## src/rtl/rom_burst_reader.sv

```systemverilog
// Parametrised constant ROM (word[a] = a+1) with a burst-read sequencer and valid/ready output.
// Optional `ROM_PARITY_EN adds a registered even-parity bit (rd_parity) alongside rd_data.
module rom_burst_reader #(
    parameter int DATA_WIDTH = 8,
    parameter int ADDR_WIDTH = 3,
    parameter int LEN_WIDTH  = 4
) (
    input  logic                  clock,
    input  logic                  reset,
    input  logic                  en,
    input  logic                  start,
    input  logic [ADDR_WIDTH-1:0] base_addr,
    input  logic [LEN_WIDTH-1:0]  burst_len,
    input  logic                  rd_ready,
    output logic [DATA_WIDTH-1:0] rd_data,
    output logic                  rd_valid,
    output logic                  rd_last,
    output logic                  busy,
    output logic                  done
`ifdef ROM_PARITY_EN
    ,
    output logic                  rd_parity
`endif
);
    localparam int DEPTH = 1 << ADDR_WIDTH;

    typedef enum logic [1:0] {IDLE, FETCH, STREAM} state_t;

    state_t                  state;
    logic [ADDR_WIDTH-1:0]   addr;
    logic [ADDR_WIDTH-1:0]   addr_nxt;
    logic [LEN_WIDTH-1:0]    rem;
    logic [DATA_WIDTH-1:0]   rom [DEPTH];

    // Contents fixed by the parameters; the cast truncates, giving the modulo wrap.
    for (genvar a = 0; a < DEPTH; a++) begin : g_rom
        assign rom[a] = DATA_WIDTH'(a + 1);
    end

    assign addr_nxt = addr + ADDR_WIDTH'(1);
    assign rd_last  = rd_valid && (rem == LEN_WIDTH'(1));

    always_ff @(posedge clock) begin
        if (reset) begin
            state    <= IDLE;
            addr     <= '0;
            rem      <= '0;
            rd_data  <= '0;
            rd_valid <= 1'b0;
            busy     <= 1'b0;
            done     <= 1'b0;
`ifdef ROM_PARITY_EN
            rd_parity <= 1'b0;
`endif
        end else if (en) begin
            done <= 1'b0;
            case (state)
                IDLE: begin
                    if (start) begin
                        if (burst_len != '0) begin
                            addr  <= base_addr;
                            rem   <= burst_len;
                            busy  <= 1'b1;
                            state <= FETCH;
                        end else begin
                            done <= 1'b1;
                        end
                    end
                end
                FETCH: begin
                    rd_data  <= rom[addr];
`ifdef ROM_PARITY_EN
                    rd_parity <= ^rom[addr];
`endif
                    rd_valid <= 1'b1;
                    state    <= STREAM;
                end
                STREAM: begin
                    // Without an accepted beat everything holds, so data stays stable under stall.
                    if (rd_valid && rd_ready) begin
                        if (rem > LEN_WIDTH'(1)) begin
                            addr    <= addr_nxt;
                            rd_data <= rom[addr_nxt];
`ifdef ROM_PARITY_EN
                            rd_parity <= ^rom[addr_nxt];
`endif
                            rem     <= rem - LEN_WIDTH'(1);
                        end else begin
                            rem      <= '0;
                            rd_valid <= 1'b0;
                            busy     <= 1'b0;
                            done     <= 1'b1;
                            state    <= IDLE;
                        end
                    end
                end
                default: state <= IDLE;
            endcase
        end
    end
endmodule
```

## config.mk

```make
export PLATFORM = sky130hd
export DESIGN_NAME = rom_burst_reader
export DESIGN_NICKNAME = d
export VERILOG_FILES = /design/src/rtl/rom_burst_reader.sv
export SDC_FILE = /design/constraint.sdc
export NUM_CORES = 1
export LEC_CHECK = 0
export ABC_AREA = 0
export ABC_CLOCK_PERIOD_IN_PS = 3750
export CORE_MARGIN = 5
export CORE_UTILIZATION = 54
export DETAILED_ROUTE_END_ITERATION = 8
export GPL_TIMING_DRIVEN = 0
export PLACE_DENSITY = 0.84
export SETUP_SLACK_MARGIN = 0.4
export SYNTH_ARGS = -nofsm -noshare
export SYNTH_HDL_FRONTEND = slang
export SYNTH_SLANG_ARGS = --single-unit
export TNS_END_PERCENT = 1
```

## constraint.sdc

```tcl
create_clock -name clock -period 3.75 [get_ports clock]
set_clock_uncertainty 0.15 [all_clocks]
set_input_delay 0.75 -clock clock [delete_from_list [all_inputs] [get_ports clock]]
set_output_delay 0.75 -clock clock [all_outputs]
set_load 0.05 [all_outputs]
```

==> metrics.md <==
| Metric | Value |
|---|---|
| Status | complete, no violations |
| Top achievable clock speed | approximately 360 MHz |
| Hold Crit Class | flop to flop |
| Grt ovf | 0 |
| Drt drc | 0 |
| Inserted Clock Buffers | 3 |
| Tcrit/Tclk final | between 70% and 80% |
| Critical path class | flop to output port |
| Reg-to-reg startpoint | rem[0] |
| First-pass GRT wire length | 4878 µm |
| Layout area overhead | 21.99% |
| Vias in the first global route | 1,116 |
| Cells after Synth | 135 |
| Max-cap violation count | 0 |
| Initial DRC count | 23 |
| Std cell rows | 16 |
| Final setup vio count | 0 |
| Hold_ws | ~0.33 ns |
| Crit Reg-Reg Endpoint | addr[1] |
| Leak | around 0.55 nW |
| DR vias | 1,068 |
| Buffer count from post-CTS setup fixing | 0 |
| Post-DR vias/cell | 5.742 |
| Synth unique cells | 51 |
| Yosys warning count | 0 |
| Post-synth EDFFs | 0 |
| Post-CTS Hold Buffers | 0 |
| Post-synthesis register bit count | 16 |
| CTS tree | built |
| Worst Hold Launch | rd_data[2] |
| Post-synth ARST share | 0% |
| Critical path startpoint category | flop |
| Cell Area, Synth | 1144 µm² |
| Tmin final | 2.781 ns |
| Layout cells sized above 1 | 16.35% |
| Setup_tns | 0 ns |
| Register area share after synthesis | 28.01% |
| Worst setup path start | rem[2] |
| Hold Fails Final Rpt | 0 |
| Power per cell area | between 300 and 400 nW/µm² |
| Fillers | 152 |
| CP arrival | around 1.9 ns |
| Design Power | 0.4253 mW |
| Worst-Margin Slew | 0.5300 ns |
| Worst reg-to-reg setup slack | 1.71 ns |
| Crit. End Element | output port |
| Post-route ant nets | 0 |
| Wire length per cell | 14.77 µm |
| Slew headroom | 64.36% |
| CTS H-tree lvls | 1 |
| Worst Path Max Fanout | 5 |
| Max Buffers Root-to-Sink | 2 |
| I/O pin count | 24 |
| Initial antenna violation count | 0 |
| TritonRoute pass-1 iters | 4 |
| Dpl hpwl | between 2000 and 2500 µm |
| Post-Route WL | 2748 µm |
| Ant diodes | 0 |
| Clk root buf | clkbuf_4 |
| Die width | roughly 56 µm |
| Worst-path clk slew | roughly 0.10 ns |
| Critical Path RT | 2.85 ns |
| Reg2reg path depth | 6 |
| Ys flop type | dfxtp_1 |
| # port buffers | 17 |
| Die area | 3138 µm² |
| Initial Util | between 50% and 60% |
| Gr usage total | between 10% and 20% |
| Routability cong. | roughly 0.84 |
| Clock sink count | 16 |
| Critical Path End | rd_last |
| Syn Area/Cell | roughly 8.5 µm² |
| Post-CTS sizing | 0 |
| Peak VDD IR | 0.2054 mV |
| Hold Crit Depth | 2 |
| Fin nets | 179 |
| Fin. max-slew vios | 0 |
| Die Ht | ~56 µm |
| Core area | 1982 µm² |
| RSZ-0062 raised after global routing | false |
| Largest net degree at the start of global routing | 11 |
| Clk Latency, worst-skew pair | 0.29 ns |
==> cells in the mapped netlist (all sizes together), types with 2 or more instances <==
library cell  count  area, µm²
dfxtp            16      320.3
a21oi            14      73.82
buf              10      73.82
nor2             10      45.04
ha                7      87.58
inv               6      22.52
nand2b            6      37.54
nor3              6      30.03
nand3             5      25.02
o21ai             5      25.02
or2               5      31.28
o31ai             4      30.03
a211oi            3      27.52
mux2i             3      30.03
nand2             3      11.26
a2111oi           2      17.52
a211o             2      20.02
and2              2      12.51
and3              2      12.51
o221ai            2      35.04
or3               2      13.77
or4               2      18.77
==> area by class of cell <==
cell class              count  area (µm²)  share of cell area, %
clock buffers               4       36.28                  2.601
well taps                  27       33.78                  2.422
flip-flops and latches     16       320.3                  22.96
plain buffers              11       77.57                  5.561
multi-input cells         105       734.5                  52.65
inverters                   6       22.52                  1.614
repair buffers             17       170.2                  12.20
==> power by group <==
part	switching [mW]	total [mW]	internal (mW)
clock network	0.0602	0.119	0.0592
logic	0.0693	0.117	0.0476
registers	0.00978	0.189	0.179
total	0.139	0.425	0.286
==> worst max-delay path, stage by stage (launching register included) <==
cell and delay, ns:
dfxtp_1 0.36, nor2_1 0.25, and3_1 0.19, clkdlybuf4s50_1 0.79
==> state kept, by name (all words and copies together) (netlist names) <==
name and cells:
rd_data 4, state 2, rd_valid 1, done 1, addr 3, busy 1
rem 4
==> metal layers <==
metal | share of wire (%) | vias to the layer above | global-route usage, %
li1 | - | 540 | -
met1 | 43 | 502 | 20.39
met2 | 53 | 22 | 35.23
met3 | 3.8 | 4 | 3.480
met4 | 0.76 | 0 | 6.441
met5 | 0 | - | 0
==> worst min path at each step <==
stage	to	slack, ns
floorplan	rem[3]	0.32
global placement	rd_data[0]	0.31
detailed placement	rd_data[2]	0.32
CTS	rd_data[2]	0.33
global route	rd_data[0]	0.36
finish	rd_data[2]	0.33
==> cells by family after synthesis <==
group / count (synthesis) / share of synthesized area (%)
simple gates: 50 / 25.71
flops: 16 / 28.01
xor+xnor: 1 / 0.7660
buf+inv: 17 / 8.752
other cells: 1 / 0.3279
compound gates: 40 / 26.15
fa+ha+maj: 7 / 7.658
mux: 3 / 2.626
==> placed cells by master (no fill, tap or decap), drive strengths merged, types with 3 or more instances in the layout <==
master	netlist	final
o31ai	4	4
conb	1	4
clkdlybuf4s50	0	17
inv	6	6
or2	5	5
dfxtp	16	16
mux2i	3	3
nand2b	6	6
buf	10	10
ha	7	7
a21oi	14	14
nor3	6	6
a211oi	3	3
nor2	10	10
o21ai	5	5
nand3	5	5
clkbuf	1	5
nand2	3	3
==> per-stage QoR <==
stage	std cells	area [µm²]	util, %	setup WS (ns)
2_1_floorplan	138	1155	-	1.655
3_3_place_gp	182	1359	68.56	1.276
3_5_place_dp	182	1359	68.56	1.232
4_1_cts	186	1395	70.39	0.9646
5_1_grt	186	1395	70.39	0.8781
6_report	186	1395	70.39	0.9686
Note: power is estimated with default switching activity, not from simulation.
